## src/rtl/des_key_sched_pkg.sv

```systemverilog
// Shared constants for the DES key schedule: default shift map, PC-2 table,
// FSM state type and the total-rotation helper.
package des_ks_pkg;

  localparam logic [15:0] DEF_SHIFT_MAP = 16'h8103;
  localparam int          PC2_W         = 48;

  // PC-2 selection, 1-based bit positions counted from the MSB of {C,D}.
  localparam int PC2_TAB [0:47] = '{
    14, 17, 11, 24,  1,  5,  3, 28, 15,  6, 21, 10,
    23, 19, 12,  4, 26,  8, 16,  7, 27, 20, 13,  2,
    41, 52, 31, 37, 47, 55, 30, 40, 51, 45, 33, 48,
    44, 49, 39, 56, 34, 53, 46, 42, 50, 36, 29, 32
  };

  typedef enum logic [0:0] {
    KS_IDLE = 1'b0,
    KS_RUN  = 1'b1
  } ks_state_e;

  function automatic int total_shift(input logic [63:0] map, input int rounds);
    int t;
    t = 0;
    for (int i = 0; i < rounds; i++) begin
      if (map[i]) begin
        t = t + 1;
      end else begin
        t = t + 2;
      end
    end
    return t;
  endfunction

endpackage

```

## src/rtl/des_key_sched_if.sv

```systemverilog
// Start/subkey handshake bundle of the key schedule.
// Subkey width follows KS_PC2_EN: 48 bits when defined, else 2*HALF_W.
interface des_key_sched_if #(
  parameter int HALF_W = 28,
  parameter int RW     = 4
);
`ifdef KS_PC2_EN
  localparam int SK_W = 48;
`else
  localparam int SK_W = 2 * HALF_W;
`endif

  logic                start;
  logic                mode;
  logic [2*HALF_W-1:0] key_in;
  logic                abort;
  logic                busy;
  logic                k_valid;
  logic                k_ready;
  logic [RW-1:0]       round;
  logic [SK_W-1:0]     subkey;
  logic                done;

  modport master (
    output start, mode, key_in, abort, k_ready,
    input  busy, k_valid, round, subkey, done
  );

  modport slave (
    input  start, mode, key_in, abort, k_ready,
    output busy, k_valid, round, subkey, done
  );

endinterface

```

## src/rtl/des_key_sched_rot.sv

```systemverilog
// Combinational rotate of one key half by 1 or 2 places, left or right.
module ks_rot #(
  parameter int HALF_W = 28
) (
  input  logic [HALF_W-1:0] din,
  input  logic              shift_sel,
  input  logic              dir,
  output logic [HALF_W-1:0] dout
);

  // Pick one of the four rotations; dir = 1 rotates right, shift_sel = 1 moves one place.
  always_comb begin
    dout = din;
    case ({dir, shift_sel})
      2'b00:   dout = {din[HALF_W-3:0], din[HALF_W-1:HALF_W-2]};
      2'b01:   dout = {din[HALF_W-2:0], din[HALF_W-1]};
      2'b10:   dout = {din[1:0], din[HALF_W-1:2]};
      2'b11:   dout = {din[0], din[HALF_W-1:1]};
      default: dout = din;
    endcase
  end

endmodule

```

## src/rtl/des_key_sched.sv

```systemverilog
// Sequential DES key schedule: one round subkey per cycle over valid/ready.
// Define KS_PC2_EN to emit the 48-bit PC-2 selection instead of raw {C,D}.
module des_key_sched
  import des_ks_pkg::*;
#(
  parameter int                HALF_W    = 28,
  parameter int                ROUNDS    = 16,
  parameter logic [ROUNDS-1:0] SHIFT_MAP = ROUNDS'(DEF_SHIFT_MAP),
  parameter int                RW        = $clog2(ROUNDS)
) (
  input logic            clk,
  input logic            rst,
  des_key_sched_if.slave bus
);

  localparam int            DEC_ROT = total_shift(64'(SHIFT_MAP), ROUNDS) % HALF_W;
  localparam logic [RW-1:0] LAST    = RW'(ROUNDS - 1);

  ks_state_e         state_r, state_nxt_s;
  logic [HALF_W-1:0] c_r, d_r, c_nxt_s, d_nxt_s;
  logic [RW-1:0]     round_r, round_nxt_s;
  logic              kv_r, kv_nxt_s;
  logic              busy_r, busy_nxt_s;
  logic              done_r, done_nxt_s;
  logic              mode_r, mode_nxt_s;

  logic [HALF_W-1:0] key_c_s, key_d_s;
  logic [HALF_W-1:0] rot_c_in_s, rot_d_in_s, rot_c_out_s, rot_d_out_s;
  logic              rot_dir_s, rot_sel_s;
  logic [RW-1:0]     idx_s;

  function automatic logic [HALF_W-1:0] rotl_const(input logic [HALF_W-1:0] x, input int amt);
    logic [2*HALF_W-1:0] t;
    t = {x, x} << amt;
    return t[2*HALF_W-1:HALF_W];
  endfunction

  assign key_c_s = bus.key_in[2*HALF_W-1:HALF_W];
  assign key_d_s = bus.key_in[HALF_W-1:0];

  // Rotator inputs: the raw key for the encrypt load in IDLE, the live halves in RUN.
  always_comb begin
    idx_s      = '0;
    rot_c_in_s = c_r;
    rot_d_in_s = d_r;
    rot_dir_s  = 1'b0;
    rot_sel_s  = SHIFT_MAP[0];
    if (state_r == KS_IDLE) begin
      rot_c_in_s = key_c_s;
      rot_d_in_s = key_d_s;
      rot_dir_s  = 1'b0;
      rot_sel_s  = SHIFT_MAP[0];
    end else begin
      rot_dir_s = mode_r;
      if (mode_r) begin
        idx_s = LAST - round_r;
      end else if (round_r == LAST) begin
        idx_s = '0;
      end else begin
        idx_s = round_r + RW'(1);
      end
      rot_sel_s = SHIFT_MAP[idx_s];
    end
  end

  ks_rot #(.HALF_W(HALF_W)) u_rot_c (
    .din       (rot_c_in_s),
    .shift_sel (rot_sel_s),
    .dir       (rot_dir_s),
    .dout      (rot_c_out_s)
  );

  ks_rot #(.HALF_W(HALF_W)) u_rot_d (
    .din       (rot_d_in_s),
    .shift_sel (rot_sel_s),
    .dir       (rot_dir_s),
    .dout      (rot_d_out_s)
  );

  // Next-state logic; abort wins over a same-cycle handshake.
  always_comb begin
    state_nxt_s = state_r;
    c_nxt_s     = c_r;
    d_nxt_s     = d_r;
    round_nxt_s = round_r;
    kv_nxt_s    = kv_r;
    busy_nxt_s  = busy_r;
    done_nxt_s  = 1'b0;
    mode_nxt_s  = mode_r;
    case (state_r)
      KS_IDLE: begin
        if (bus.start) begin
          state_nxt_s = KS_RUN;
          mode_nxt_s  = bus.mode;
          round_nxt_s = '0;
          kv_nxt_s    = 1'b1;
          busy_nxt_s  = 1'b1;
          if (bus.mode) begin
            // Decrypt starts from the key rotated by the whole schedule's total.
            c_nxt_s = rotl_const(key_c_s, DEC_ROT);
            d_nxt_s = rotl_const(key_d_s, DEC_ROT);
          end else begin
            c_nxt_s = rot_c_out_s;
            d_nxt_s = rot_d_out_s;
          end
        end else begin
          state_nxt_s = KS_IDLE;
        end
      end
      KS_RUN: begin
        if (bus.abort) begin
          state_nxt_s = KS_IDLE;
          kv_nxt_s    = 1'b0;
          busy_nxt_s  = 1'b0;
        end else if (kv_r && bus.k_ready) begin
          if (round_r == LAST) begin
            state_nxt_s = KS_IDLE;
            kv_nxt_s    = 1'b0;
            busy_nxt_s  = 1'b0;
            done_nxt_s  = 1'b1;
          end else begin
            round_nxt_s = round_r + RW'(1);
            c_nxt_s     = rot_c_out_s;
            d_nxt_s     = rot_d_out_s;
          end
        end else begin
          state_nxt_s = KS_RUN;
        end
      end
      default: begin
        state_nxt_s = KS_IDLE;
        kv_nxt_s    = 1'b0;
        busy_nxt_s  = 1'b0;
      end
    endcase
  end

  // State and datapath registers.
  always_ff @(posedge clk or posedge rst) begin
    if (rst) begin
      state_r <= KS_IDLE;
      c_r     <= '0;
      d_r     <= '0;
      round_r <= '0;
      kv_r    <= 1'b0;
      busy_r  <= 1'b0;
      done_r  <= 1'b0;
      mode_r  <= 1'b0;
    end else begin
      state_r <= state_nxt_s;
      c_r     <= c_nxt_s;
      d_r     <= d_nxt_s;
      round_r <= round_nxt_s;
      kv_r    <= kv_nxt_s;
      busy_r  <= busy_nxt_s;
      done_r  <= done_nxt_s;
      mode_r  <= mode_nxt_s;
    end
  end

  assign bus.busy    = busy_r;
  assign bus.k_valid = kv_r;
  assign bus.round   = round_r;
  assign bus.done    = done_r;

`ifdef KS_PC2_EN
  if (HALF_W != 28) begin : g_pc2_width_chk
    $error("KS_PC2_EN requires HALF_W = 28");
  end

  logic [PC2_W-1:0] sk_r;

  function automatic logic [PC2_W-1:0] pc2_sel(input logic [55:0] cd);
    logic [PC2_W-1:0] r;
    r = '0;
    for (int i = 0; i < PC2_W; i++) begin
      r[PC2_W-1-i] = cd[56-PC2_TAB[i]];
    end
    return r;
  endfunction

  // PC-2 output register, loaded from the next halves so it lines up with round.
  always_ff @(posedge clk or posedge rst) begin
    if (rst) begin
      sk_r <= 48'h0;
    end else begin
      sk_r <= pc2_sel({c_nxt_s, d_nxt_s});
    end
  end

  assign bus.subkey = sk_r;
`else
  assign bus.subkey = {c_r, d_r};
`endif

endmodule

```

## src/flat_wrapper.sv

```systemverilog
// flat-port wrapper written by rule: the top's interface ports become plain ports
module des_key_sched_flat import des_ks_pkg::*;
#(
  parameter int                HALF_W    = 28,
  parameter int                ROUNDS    = 16,
  parameter logic [ROUNDS-1:0] SHIFT_MAP = ROUNDS'(DEF_SHIFT_MAP),
  parameter int                RW        = $clog2(ROUNDS)
)
  (clk, rst, bus_start, bus_mode, bus_key_in, bus_abort, bus_k_ready, bus_busy, bus_k_valid, bus_round, bus_subkey, bus_done);
  des_key_sched_if #(.HALF_W(HALF_W), .RW(RW)) bus_i ();
  input logic clk;
  input logic rst;
  input wire logic [$bits(bus_i.start)-1:0] bus_start;
  input wire logic [$bits(bus_i.mode)-1:0] bus_mode;
  input wire logic [$bits(bus_i.key_in)-1:0] bus_key_in;
  input wire logic [$bits(bus_i.abort)-1:0] bus_abort;
  input wire logic [$bits(bus_i.k_ready)-1:0] bus_k_ready;
  output wire logic [$bits(bus_i.busy)-1:0] bus_busy;
  output wire logic [$bits(bus_i.k_valid)-1:0] bus_k_valid;
  output wire logic [$bits(bus_i.round)-1:0] bus_round;
  output wire logic [$bits(bus_i.subkey)-1:0] bus_subkey;
  output wire logic [$bits(bus_i.done)-1:0] bus_done;
  assign bus_i.start = bus_start;
  assign bus_i.mode = bus_mode;
  assign bus_i.key_in = bus_key_in;
  assign bus_i.abort = bus_abort;
  assign bus_i.k_ready = bus_k_ready;
  assign bus_busy = bus_i.busy;
  assign bus_k_valid = bus_i.k_valid;
  assign bus_round = bus_i.round;
  assign bus_subkey = bus_i.subkey;
  assign bus_done = bus_i.done;
  des_key_sched #(.HALF_W(HALF_W), .ROUNDS(ROUNDS), .SHIFT_MAP(SHIFT_MAP), .RW(RW)) u_core (.clk(clk), .rst(rst), .bus(bus_i));
endmodule
```

## config.mk

```make
export PLATFORM = sky130hd
export DESIGN_NAME = des_key_sched_flat
export DESIGN_NICKNAME = d
export VERILOG_FILES = /design/src/rtl/des_key_sched_pkg.sv /design/src/rtl/des_key_sched_if.sv /design/src/rtl/des_key_sched_rot.sv /design/src/rtl/des_key_sched.sv /design/src/flat_wrapper.sv
export SDC_FILE = /design/constraint.sdc
export NUM_CORES = 1
export LEC_CHECK = 0
export BUFFER_PORTS_ARGS = -buffer_cell sky130_fd_sc_hd__buf_4
export CAP_MARGIN = 20
export CORE_AREA = 2 2 103 105
export DETAILED_ROUTE_END_ITERATION = 10
export DIE_AREA = 0 0 105 107
export PLACE_DENSITY = 0.75
export SYNTH_ARGS = -nofsm -noshare
export SYNTH_HDL_FRONTEND = slang
export SYNTH_SLANG_ARGS = --single-unit
```

## constraint.sdc

```tcl
create_clock -name clk -period 6 [get_ports clk]
set_input_delay 0.3 -clock clk [delete_from_list [all_inputs] [get_ports clk]]
set_output_delay 0.3 -clock clk [all_outputs]
set_load 0.1 [all_outputs]
```

-- Word-level counts from Yosys, hierarchy flattened
Memories as Yosys holds them, arrays and structs flattened.
Cells that the tools add are included.
- bits in registers: 64
- ROM bits: 16
- output and inout port bits: 63
- word-level logic and storage cells: 68
- memories: 1
- add/subtract/negate cells: 2
- $lt $le $gt $ge: 1
- equal/unequal tests: 10
- muxes and demuxes: 41
- bitwise gates (word level): 1
- reductions and logical operators: 5
- memory list (memory ; words ; bits a word ; read ports ; clocked after memory_dff ; wr ports ; RTL line ; text):
    (no name shown) ; 16 ; 1 ; 1 ; 0 ; 0 ; des_key_sched.sv:62 ; rot_sel_s = SHIFT_MAP[idx_s];
- operators by type and width (cell ; count):
    $mux 28 ; 12
    $pmux 28 s4 ; 2
    $pmux 28 s2 ; 2
    $mux 4 ; 7
    $mux 1 ; 15
    $ne 2x2->1 const B ; 4
    $pmux 4 s2 ; 1
    $ne 3x3->1 const B ; 2
    $lt 4x5->1 const B ; 1
    $add 4x1->4 const B ; 1
    $eq 2x2->1 const B ; 2
    $eq 4x4->1 const B ; 1
    $pmux 1 s2 ; 2
    $reduce_and 4->1 ; 1
    $sub 4x4->4 const A ; 1
    $reduce_and 3->1 ; 1
    $eq 2x1->1 const B ; 1
    $logic_not 2->1 ; 1
    $reduce_and 2->1 ; 1
    $logic_and 1x1->1 ; 1
    $not 1->1 ; 1

-- Longest topological paths before layout
Gate-level depths: netlist (run 1).
- word-level depth: 13
- mapped depth: 9
- mapped depth without buffers: 7

-- Cells and area by module
From an unflattened synthesis (run 1), not the netlist that was laid out.
- cells, all modules: 435
- area total of the unflattened synthesis: 5521.5 µm²
- by module, submodules not included (module ; times used ; cells each ; area each (µm²) ; sequential area each (µm²)):
    des_key_sched ; 1 ; 367 ; 4067.7 ; 1601.5
    ks_rot ; 2 ; 34 ; 726.9 ; 0.0

-- Least setup slack after synthesis (run 1)
Ideal clock, no wire load.
- path type: flip-flop to flip-flop
- from: register u_core.round_r[0] (netlist: u_core.bus.round[0])
- to: register u_core.c_r[0]
- library setup time: 0.122 ns
- data arrival time: 2.830 ns
- required time: 5.878 ns
- setup slack: 3.047 ns
- stages on the path, launching flop included: 10
- cells stage by stage: dfrtp_1 > ha_1 > and2_1 > o32ai_2 > o21ba_1 > buf_2 > buf_2 > a2111oi_0 > o21ai_0 > a22o_1
- word-level cells in the longest chain between the ends: 13
- elaborated cells on any way between the ends: 22
- those cells by class: add/sub (2); eq/ne (5); mux (12); reduce/logical (2); memory (1)
- RTL lines (item ; RTL line ; text):
    from (decl) ; des_key_sched.sv:21 ; logic [RW-1:0] round_r, round_nxt_s;
    from (signal assigned) ; des_key_sched.sv:153 ; round_r <= round_nxt_s;
    $add 4x1->4 / $eq 4x4->1 (equally long branches) ; des_key_sched.sv:60, des_key_sched.sv:57, des_key_sched.sv:116 ;
    $mux 4 ; des_key_sched.sv:57 ; end else if (round_r == LAST) begin
    $mux 4 ; des_key_sched.sv:55 ; if (mode_r) begin
    $mux 4 ; des_key_sched.sv:48 ; if (state_r == KS_IDLE) begin
    $mem_v2 16x1 ; - ;
    $mux 1 (implied by the code) ; des_key_sched.sv:62 ;
    $mux 1 ; des_key_sched.sv:48 ;
    $eq 2x2->1 (tied with other cells) ; des_key_sched_rot.sv:14 ; case ({dir, shift_sel})
    $pmux 28 s4 ; des_key_sched_rot.sv:14 ;
    $mux 28 ; des_key_sched.sv:116 ; if (round_r == LAST) begin
    $mux 28 ; des_key_sched.sv:115 ; end else if (kv_r && bus.k_ready) begin
    $mux 28 ; des_key_sched.sv:111 ; if (bus.abort) begin
    $pmux 28 s2 ; des_key_sched.sv:90 ; case (state_r)
    to (signal assigned) ; des_key_sched.sv:151 ; c_r <= c_nxt_s;
    to (decl) ; des_key_sched.sv:20 ; logic [HALF_W-1:0] c_r, d_r, c_nxt_s, d_nxt_s;
Several ways; a longest one is shown, not always the timed one. The select of a mux whose other input is x is not followed.
A chain may end at the register's enable or synchronous reset.

-- Worst setup path after layout (run 1)
- from: register u_core.round_r[0] (netlist: u_core.bus.round[0])
- to: register u_core.d_r[22]
- word-level cells in the longest chain between the ends: 13
- elaborated cells on any way between the ends: 22
- those cells by class: add/sub (2); eq/ne (5); mux (12); reduce/logical (2); memory (1)
- RTL lines (item ; RTL line ; text):
    $add 4x1->4 / $eq 4x4->1 (equally long branches) ; des_key_sched.sv:60, des_key_sched.sv:57, des_key_sched.sv:116 ;
    $mux 4 ; des_key_sched.sv:57 ;
    $mux 4 ; des_key_sched.sv:55 ;
    $mux 4 ; des_key_sched.sv:48 ;
    $mem_v2 16x1 ; - ;
    $mux 1 (implied by the code) ; des_key_sched.sv:62 ;
    $mux 1 ; des_key_sched.sv:48 ;
    $eq 2x2->1 (tied with other cells) ; des_key_sched_rot.sv:14 ;
    $pmux 28 s4 ; des_key_sched_rot.sv:14 ;
    $mux 28 ; des_key_sched.sv:116 ;
    $mux 28 ; des_key_sched.sv:115 ;
    $mux 28 ; des_key_sched.sv:111 ;
    $pmux 28 s2 ; des_key_sched.sv:90 ;
    to (signal assigned) ; des_key_sched.sv:152 ; d_r <= d_nxt_s;
    to (decl) ; des_key_sched.sv:20 ;
Several ways; a longest one is shown, not always the timed one. The select of a mux whose other input is x is not followed.

==> results of run 1 <==
synth_stat cells (11+ instances only):
| cell type | count | area share (%) |
|---|---|---|
| o21ai_0 | 90 | 9.0 |
| nor2_1 | 85 | 6.4 |
| dfrtp_1 | 64 | 32 |
| nand2_1 | 53 | 4.0 |
| a21oi_1 | 38 | 3.8 |
| clkbuf_1 | 38 | 2.9 |
| a221oi_1 | 37 | 6.5 |
| mux2i_1 | 31 | 6.2 |
| o221ai_1 | 26 | 4.6 |
| nand3_1 | 22 | 2.2 |
| or3_1 | 19 | 2.4 |
| a31oi_1 | 17 | 2.1 |
| buf_2 | 14 | 1.4 |
| nand4_1 | 11 | 1.4 |
logic make-up after synthesis:
| group | Yosys count | share of synthesized area [%] |
|---|---|---|
| multiplexers | 39 | 8.04 |
| flip-flops | 64 | 32.2 |
| AND/OR/NAND/NOR | 217 | 20.1 |
| AO/OA/AOI/OAI | 249 | 33.1 |
| buffers and inverters | 72 | 6.38 |
| adder cells (fa/ha/maj) | 1 | 0.251 |
state kept, by name, indices dropped and copies added (netlist names):
register and flops:
u_core.bus.k_valid 1, u_core.d_r 28, u_core.state_r 1, u_core.bus.round 4, u_core.mode_r 1, u_core.c_r 28
u_core.bus.done 1
per-stage QoR:
stage	utilization (%)	total power [mW]	instance area (um2)
finish	61.2	3.80	6180
global route	61.2	3.94	6180
CTS	60.9	3.77	6150
detailed placement	58.3	3.27	5890
global placement	58.3	3.25	5890
floorplan	-	2.71	4980
routing by layer:
metal | up-vias | GRT usage [%] | wire, um
li1 | 2605 | - | -
met1 | 2768 | 42.4 | 7180
met2 | 392 | 48.0 | 8190
met3 | 48 | 6.02 | 1970
met4 | 0 | 10.9 | 406
met5 | - | 0 | 0
final cells by class:
cell class,instances,area [um2]
Inverter,7,26.3
Clock buffer,12,165
Tap cell,136,170
Sequential cell,64,1600
Multi-Input combinational cell,506,3080
Timing Repair Buffer,135,1030
Clock inverter,4,98.8
Fill cell,946,3910
worst reg2reg max path: cells and delay by family, from the launching register on:
kind / cells / cell delay [ns]
and+or+nand+nor: 3 / 1.76
AOI/OAI and AO/OA: 2 / 0.49
muxes: 1 / 0.31
DFF: 1 / 0.46
adders and majority gates: 1 / 0.31
power groups by stage:
stage	Clock (mW)	Combinational (mW)	Sequential (mW)
after floorplan	0	0.724	1.98
after global placement	0	2.35	0.893
after detailed placement	0	2.38	0.898
after CTS	0.495	2.38	0.891
after global routing	0.509	2.50	0.933
final	0.500	2.40	0.906
worst max path at each step:
stage	start	to	slack, ns	depth (start not counted)
after floorplan	u_core.bus.round[0]	u_core.c_r[0]	3.05	9
after global placement	u_core.bus.round[0]	u_core.d_r[18]	2.69	7
after detailed placement	u_core.bus.round[0]	u_core.d_r[26]	2.57	7
after CTS	u_core.bus.round[0]	u_core.d_r[26]	2.58	7
after global routing	u_core.bus.round[0]	u_core.d_r[22]	2.26	7
final	u_core.bus.round[0]	u_core.d_r[22]	2.54	7
==> run_results.csv, run 1 <==
group,metric,value,unit
outcome,status,"complete, no violations",
timing,min_period_over_period,57.7,%
drt,num_vias,5813,
power,p_sw,2.32,mW
floorplan,die_area,11200,um2
critical_path,ff2ff_path_depth,7,
critical_path,crit_slowest_cell,"nand2_2",
hold_path,min_from,"bus_abort",
cts,cts_buffers,9,
critical_path,max_stage_delay,1.02,ns
grt,antenna_found_initial,0,
finish,layout_common_cells,"buf_4, o21ai_0, nor2_1",
timing,final.min_clock_period,3.46,ns
finish,finalNetCount,786,
synth,synthArstFlopShare,100,%
flow_run,drv_cap,0,
critical_path,cp_data_arrival_time,3.69,ns
critical_path,rrSetupSlack,2.54,ns
synth,synth_area,4980,um2
critical_path,end_kind,"flip-flop",
cts,hold_buffers,0,
cts,clock_sinks,64,
power,internal-power,1.48,mW
place,hpwlAfterDp,10800,um
grt,grt_start_max_net_pins,72,
grt,grt_pass1_wl,27900,um
power,p_leak,2.61,nW
critical_path,crit_required,6.22,ns
timing,finalHoldViolCount,0,
timing,finalSetupViolCount,0,
critical_path,cp.buffers_inverters,0,
grt,gr-usage-all-layers,30.7,%
drt,dr.pass1.iters,5,
synth,synth-seq-cells,64,
critical_path,path_cells,"ha_1, and2_1, o32ai_2, nand2_1, nand2_2, mux2i_1, o221ai_1",
hold_path,hold_end,"u_core.state_r",
cts,cts_tree,"built",
cts,path_clk_slew,0.08,ns
timing,drv_slew,0,
timing,setup_ws,2.54,ns
critical_path,r2r-start,"u_core.bus.round[0]",
cts,root_buffer,"clkbuf_8",
cts,htree_levels,3,
power,ir_drop,0.000449,V
hold_path,holdPathStages,2,
floorplan,start_util,49.3,%
power,p_clk_share,13.2,%
synth,synthesis.instances,642,
synth,avgSynthCellArea,7.76,um2
synth,ys_types,51,
timing,rsz0062_at_grt,"no",
drt,wl_per_cell,20.5,um
drt,drt_wl_total,17700,um
cts,clk_latency,0.35,ns
grt,grt_pass1_vias,5389,
timing,hold_slack,0.169,ns
timing,clock_skew,0.0124,ns
cts,clockBufferDepth,2,
finish,diodes,0,
floorplan,die_x,105,um
synth,ys_seq_area_share,32.2,%
critical_path,critical-path-top-delay-family,"simple AND/OR/NAND/NOR gates",
grt,grt_overflow,0,
critical_path,path_class,"flip-flop to flip-flop",
drt,drc,0,
place,pre_cts_ws,2.57,ns
drt,viasPerCell,6.73,
synth,synth_ff_type,"dfrtp_1",
critical_path,reg2reg_to,"u_core.d_r[22]",
finish,syn2layout_area_growth,24.1,%
synth,synth_edf_count,0,
drt,ant_nets,0,
power,switching_share,61.1,%
timing,tns,0,ns
critical_path,startpoint_type,"flip-flop",
power,p_seq_share,23.8,%
drt,drtIter0Drc,598,
power,combinationalPowerShare,63.0,%
floorplan,rows,37,
floorplan,top_level_ports,125,
finish,drive_above_1_share,23.2,%
place,dp_cells,847,
timing,worst_pin_slew,1.14,ns
hold_path,hp-class,"input pin to flip-flop",
finish,final_common_cell,"buf_4",
cts,cts_resized,0,
floorplan,die_y,107,um
place,place_congestion,0.883,
place,io_buffers,124,
power,powerDensity,616,nW/um2
timing,fmax,289,MHz
finish,fin_cells,864,
synth,synth_nets,705,
floorplan,core-area,10100,um2
critical_path,cp_max_fo,38,
cts,cts_setup_buffers,0,
timing,slew_headroom,23.9,%
synth,yosys_warnings,0,
Note: power is estimated with default switching activity, not from simulation.
==> inputs of run 2 (changes only) <==
--- a/config.mk
+++ b/config.mk
@@ -7,10 +7,10 @@
 export LEC_CHECK = 0
 export BUFFER_PORTS_ARGS = -buffer_cell sky130_fd_sc_hd__buf_4
 export CAP_MARGIN = 20
-export CORE_AREA = 2 2 103 105
+export CORE_AREA = 2 2 104 106
 export DETAILED_ROUTE_END_ITERATION = 10
-export DIE_AREA = 0 0 105 107
-export PLACE_DENSITY = 0.75
+export DIE_AREA = 0 0 106 108
+export PLACE_DENSITY = 0.77
 export SYNTH_ARGS = -nofsm -noshare
 export SYNTH_HDL_FRONTEND = slang
 export SYNTH_SLANG_ARGS = --single-unit
==> constraint.sdc (replaced) <==
create_clock -name clk -period 2.9 [get_ports clk]
set_input_delay 0.145 -clock clk [delete_from_list [all_inputs] [get_ports clk]]
set_output_delay 0.145 -clock clk [all_outputs]
set_load 0.1 [all_outputs]
==> run 2 against run 1 <==
  * Combinational power grew 110%
  * Global-route usage increased by 0.73 points
  * Critical path depth up 1
  * Sequential power grew 110%
  * Count of clock-buffer cells in the layout shrank 1
  * Register-to-register slack worse by 2.3 ns
  * Fmax grew 30%
  * Critical path type unchanged
  * Largest power group unchanged
  * Highest routed layer unchanged
==> run_results.csv, run 2 (synthesized netlist as in run 1, its figures left out) <==
group,metric,value,unit
outcome,status,"complete, no violations",
timing,min_period_over_period,92.2,%
floorplan,die_area,11400,um2
timing,drv_slew,0,
finish,layout_common_cells,"buf_4, o21ai_0, nor2_1",
critical_path,critical-path-top-delay-family,"compound AO/OA/AOI/OAI gates",
critical_path,ff2ff_path_depth,8,
timing,hold_slack,0.100,ns
cts,hold_buffers,2,
cts,cts_tree,"built",
cts,clock_sinks,64,
power,powerDensity,1220,nW/um2
finish,regArea,1610,um2
critical_path,reg2reg_to,"u_core.c_r[13]",
grt,gr-usage-all-layers,31.4,%
critical_path,cp_data_arrival_time,2.89,ns
timing,final.min_clock_period,2.67,ns
critical_path,crit_cells,8,
cts,cts_setup_buffers,0,
critical_path,critPathLaunch,"u_core.bus.round[1]",
cts,path_clk_slew,0.08,ns
floorplan,start_util,48.7,%
critical_path,end_kind,"flip-flop",
cts,htree_levels,3,
drt,drtIter0Drc,518,
critical_path,path_cells,"ha_1, and2_1, o32ai_2, o21bai_1, a21oi_4, buf_4, a221oi_1, a21oi_1",
place,dp_cells,869,
grt,grt_pass1_vias,5788,
critical_path,cp-endpoint,"u_core.c_r[13]",
cts,clockBufferDepth,2,
grt,antenna_found_initial,0,
cts,cts_resized,0,
place,place_congestion,0.943,
critical_path,startpoint_type,"flip-flop",
power,p_seq_share,24.4,%
power,switching_share,63.0,%
timing,fmax,374,MHz
drt,wl_per_cell,20.3,um
flow_run,drv_cap,0,
finish,syn2layout_area_growth,26.0,%
floorplan,core-area,10200,um2
drt,viasPerCell,6.76,
timing,finalHoldViolCount,0,
timing,slew_headroom,29.6,%
finish,finalNetCount,809,
critical_path,r2r-start,"u_core.bus.round[1]",
hold_path,hp-class,"input pin to flip-flop",
timing,clock_skew,0.0154,ns
timing,worst_pin_slew,1.05,ns
cts,cts_buffers,9,
finish,nFillCells,936,
floorplan,die_y,108,um
cts,clk_latency,0.35,ns
critical_path,rrSetupSlack,0.23,ns
floorplan,top_level_ports,125,
finish,fin_cells,887,
critical_path,cp_max_fo,16,
place,io_buffers,124,
power,ir_drop,0.000786,V
critical_path,max_stage_delay,0.46,ns
critical_path,path_class,"flip-flop to flip-flop",
drt,num_vias,5998,
critical_path,cp.buffers_inverters,1,
power,internal-power,2.84,mW
grt,grt_overflow,0,
power,p_leak,2.66,nW
grt,grt_start_max_net_pins,53,
place,place_area,6080,um2
drt,drc,0,
finish,multi_input_area,3080,um2
finish,drive_above_1_share,25.4,%
finish,final_common_cell,"buf_4",
floorplan,die_x,106,um
timing,finalSetupViolCount,0,
cts,root_buffer,"clkbuf_8",
grt,grt_pass1_wl,29100,um
timing,rsz0062_at_grt,"no",
power,p_sw,4.84,mW
timing,tns,0,ns
drt,dr.pass1.iters,5,
power,combinationalPowerShare,66.4,%
critical_path,crit_required,3.11,ns
finish,final_area,6270,um2
drt,drt_wl_total,18000,um
floorplan,rows,37,
finish,diodes,0,
drt,ant_nets,0,
power,p_clk_share,9.2,%
critical_path,crit_slowest_cell,"dfrtp_2",
place,hpwlAfterDp,12000,um
[run 2: changes by cell type in the layout (fill, tap and decap cells not counted), moves of 2 or more]
cell,previous run,this run
dlygate4sd3_1,0,2
buf_12,0,2
clkbuf_8,12,10
clkinvlp_4,0,2
buf_4,134,154
bufinv_16,3,0
dfrtp_2,1,3
clkinv_2,0,2
dfrtp_1,63,61
[run 2: per-layer routing]
layer / share of wire (%) / vias to the layer above / global-route usage (%) / wire length (um)
met3: 9.7 / 44 / 4.52 / 1750
met1: 40 / 2890 / 41.9 / 7220
met5: 0 / - / 0 / 0
met2: 48 / 415 / 51.3 / 8690
li1: - / 2649 / - / -
met4: 2.1 / 0 / 13.5 / 382
[run 2: how the worst min path moves through the flow]
stage | from | cells after the start | endpoint
6_report | bus_key_in[55] | 3 | u_core.c_r[27]
2_1_floorplan | bus_abort | 1 | u_core.state_r
5_1_grt | bus_start | 3 | u_core.bus.k_valid
3_3_place_gp | rst | 2 | u_core.c_r[6]
4_1_cts | bus_key_in[55] | 3 | u_core.c_r[27]
3_5_place_dp | rst | 2 | u_core.c_r[6]
[run 2: final cells by class]
cell class	instances	share of cell area (%)
clock inverter	5	0.538
tap	136	2.71
sequential	64	25.6
multi-input combinational	506	49.1
timing repair buffer	158	19.4
clock buffer	11	2.25
inverter	7	0.419
[run 2: stage by stage]
stage	setup WS, ns	power (mW)	util, %
after detailed placement	0.254	6.91	59.4
after CTS	0.244	7.63	61.3
after global routing	0.0574	8.00	61.3
after global placement	0.335	6.84	59.4
after floorplan	0.125	5.60	-
final	0.225	7.68	61.3
[run 2: power groups by stage]
stage | Sequential [mW] | Clock (mW) | Combinational, mW
CTS | 1.84 | 0.710 | 5.08
global route | 1.92 | 0.749 | 5.33
finish | 1.87 | 0.707 | 5.10
detailed placement | 1.85 | 0 | 5.07
global placement | 1.84 | 0 | 5.01
floorplan | 4.10 | 0 | 1.50
[run 2: worst min-delay path, stage by stage]
cell	delay [ns]
buf_4	0.09
a21oi_1	0.05
o22ai_1	0.10
==> inputs of run 3 (changes only) <==
--- a/config.mk
+++ b/config.mk
@@ -7,10 +7,12 @@
 export LEC_CHECK = 0
 export BUFFER_PORTS_ARGS = -buffer_cell sky130_fd_sc_hd__buf_4
 export CAP_MARGIN = 20
-export CORE_AREA = 2 2 104 106
+export CORE_AREA = 2 2 109 111
 export DETAILED_ROUTE_END_ITERATION = 10
-export DIE_AREA = 0 0 106 108
-export PLACE_DENSITY = 0.77
+export DIE_AREA = 0 0 111 113
+export GPL_ROUTABILITY_DRIVEN = 0
+export PLACE_DENSITY = 0.76
 export SYNTH_ARGS = -nofsm -noshare
 export SYNTH_HDL_FRONTEND = slang
+export SYNTH_HIERARCHICAL = 1
 export SYNTH_SLANG_ARGS = --single-unit
==> run 3 against run 2 <==
  * Global-route usage down 9.9 points
  * Critical path depth rose by 2
  * Clock skew down 0.0084 ns
  * Worst setup slack lost 0.11 ns
  * Highest routed layer unchanged
  * Fmax down 4.1%
  * Flip-flop and latch count unchanged
  * Design area increased by 7.7%
  * Routed wire length shrank 26%
  * First-iteration DRC count is 57% lower
  * Area after synthesis grew 11%
  * Via count fell by 30%
==> run_results.csv, run 3 <==
group,metric,value,unit
cts,root_buffer,"clkbuf_16",
floorplan,core-area,11300,um2
timing,clock_skew,0.00703,ns
outcome,status,"complete, no violations",
finish,layout_common_cells,"buf_4, dfrtp_1, mux2i_1, mux2_2, nand2_1",
finish,finalNetCount,613,
synth,synth-seq-cells,64,
timing,finalHoldViolCount,0,
timing,fmax,359,MHz
finish,syn2layout_area_growth,22.4,%
finish,final_common_cell,"buf_4",
critical_path,end_kind,"flip-flop",
drt,dr_wl_met2,6770,um
cts,clockBufferDepth,2,
critical_path,reg2reg_to,"u_core/c_r[4]",
hold_path,hp-class,"input pin to flip-flop",
cts,path_clk_slew,0.05,ns
synth,synth_area,5520,um2
finish,regArea,1610,um2
grt,grt_pass1_wl,21800,um
cts,clock_sinks,64,
grt,grt_overflow,0,
cts,htree_levels,3,
critical_path,cp-endpoint,"u_core/c_r[4]",
floorplan,die_y,113,um
critical_path,cp_data_arrival_time,2.97,ns
finish,final_area,6760,um2
synth,ys_types,43,
timing,tns,0,ns
grt,grt_pass1_vias,4315,
synth,synth_ff_type,"dfrtp_1",
synth,synth_top_area_share,29.0,%
timing,slew_headroom,55.3,%
place,hpwlAfterDp,9270,um
synth,avgSynthCellArea,12.7,um2
synth,synthTopCellsByArea,"dfrtp_1, mux4_2, mux2_2",
drt,wl_met1,5460,um
synth,yosys.area.top_type,"dfrtp_1",
finish,fin_cells,698,
timing,min_period_over_period,96.2,%
drt,wl_per_cell,19.2,um
synth,synth_most_common_cell,"dfrtp_1",
finish,final_core_util,60.0,%
grt,grt_start_max_net_pins,114,
floorplan,start_util,49.0,%
timing,rsz0062_at_grt,"no",
synth,synth_edf_count,0,
synth,yosys_warnings,6,
finish,multi_input_area,3550,um2
grt,gr-usage-all-layers,21.6,%
place,dp_cells,676,
critical_path,cp_max_fo,14,
critical_path,crit_required,3.09,ns
drt,dr.pass1.iters,4,
place,place_area,6430,um2
drt,num_vias,4197,
critical_path,startpoint_type,"flip-flop",
drt,drc,0,
flow_run,drv_cap,0,
cts,clk_latency,0.34,ns
critical_path,path_class,"flip-flop to flip-flop",
place,io_buffers,124,
critical_path,ff2ff_path_depth,10,
critical_path,critPathLaunch,"u_core/bus.round[1]",
floorplan,top_level_ports,125,
critical_path,rrSetupSlack,0.11,ns
finish,diodes,0,
drt,viasPerCell,6.01,
finish,drive_above_1_share,58.4,%
timing,final.min_clock_period,2.79,ns
timing,worst_pin_slew,0.670,ns
synth,synth_nets,498,
drt,ant_nets,0,
synth,synthesis.instances,435,
synth,synthArstFlopShare,100,%
floorplan,die_area,12500,um2
drt,drt_wl_total,13400,um
drt,routed.top_layer,"met4",
drt,met3WireLength,897,um
critical_path,r2r-start,"u_core/bus.round[1]",
timing,finalSetupViolCount,0,
timing,drv_slew,0,
drt,drtIter0Drc,222,
synth,ys_top_cells_by_count,"dfrtp_1, mux2_2, mux2i_1, nand2_1, o21ai_2",
synth,ys_seq_area_share,29.0,%
grt,antenna_found_initial,0,
finish,nFillCells,919,
floorplan,die_x,111,um
floorplan,rows,39,
cts,cts_buffers,9,
cts,cts_tree,"built",
## run 3: repair_timing
item                                    4_1_cts  5_1_grt
endpoints found under the setup margin        0       48
endpoints found under the hold margin        22        0
resized for setup                             0        1
buffers inserted                              0        4
hold buffers                                  1        0
## run 3: layout make-up
cell class | count | share of cell area [%]
clock buffer | 12 | 3.65
clock inverter | 4 | 0.296
inverter | 3 | 0.167
multi-input combinational | 329 | 52.5
sequential | 64 | 23.8
tap | 143 | 2.65
timing repair buffer | 143 | 16.9
## run 3: worst max-delay path, stage by stage, from the launching register on
cell	delay, ns
dfrtp_2	0.43
ha_4	0.20
nor2_2	0.15
xor2_1	0.10
or3_1	0.36
a32oi_4	0.25
buf_4	0.18
buf_12	0.15
mux4_1	0.59
mux2i_1	0.15
o21ai_1	0.08
## run 3: per-stage QoR
stage	hold slack [ns]	setup WS [ns]
6_report	0.0291	0.112
5_1_grt	0.0657	0.0188
4_1_cts	0.0268	0.0427
3_5_place_dp	0.244	0.0656
3_3_place_gp	0.224	0.163
2_1_floorplan	0.262	0.00235
## run 3: routing by layer
metal / track usage (%) / vias to the layer above
li1: - / 1923
met1: 26.7 / 2092
met2: 36.7 / 163
met3: 5.03 / 19
met4: 8.75 / 0
met5: 0 / -
## run 3: logic make-up (layout without fill, tap and decap cells)
group           Yosys count  after routing  synth area share (%)
compound gates           74             74                  10.2
xor+xnor                  1              1                 0.159
fa+ha+maj                 1              1                 0.227
buf+inv                  42            162                  7.30
flops                    64             64                  29.0
mux                     168            168                  45.5
simple gates             85             85                  7.59
## run 3: worst min-delay path by stage
stage / slack, ns / depth (start not counted) / startpoint / endpoint
finish: 0.03 / 3 / bus_mode / u_core/mode_r
global route: 0.07 / 3 / bus_mode / u_core/mode_r
CTS: 0.03 / 3 / bus_mode / u_core/mode_r
detailed placement: 0.24 / 2 / rst / u_core/c_r[4]
global placement: 0.22 / 2 / rst / u_core/c_r[3]
floorplan: 0.26 / 2 / bus_mode / u_core/mode_r
Power of run 3 is left out: the tool's default activity adds up to more than one toggle a clock period on the data nets, which glitch-free logic cannot reach.
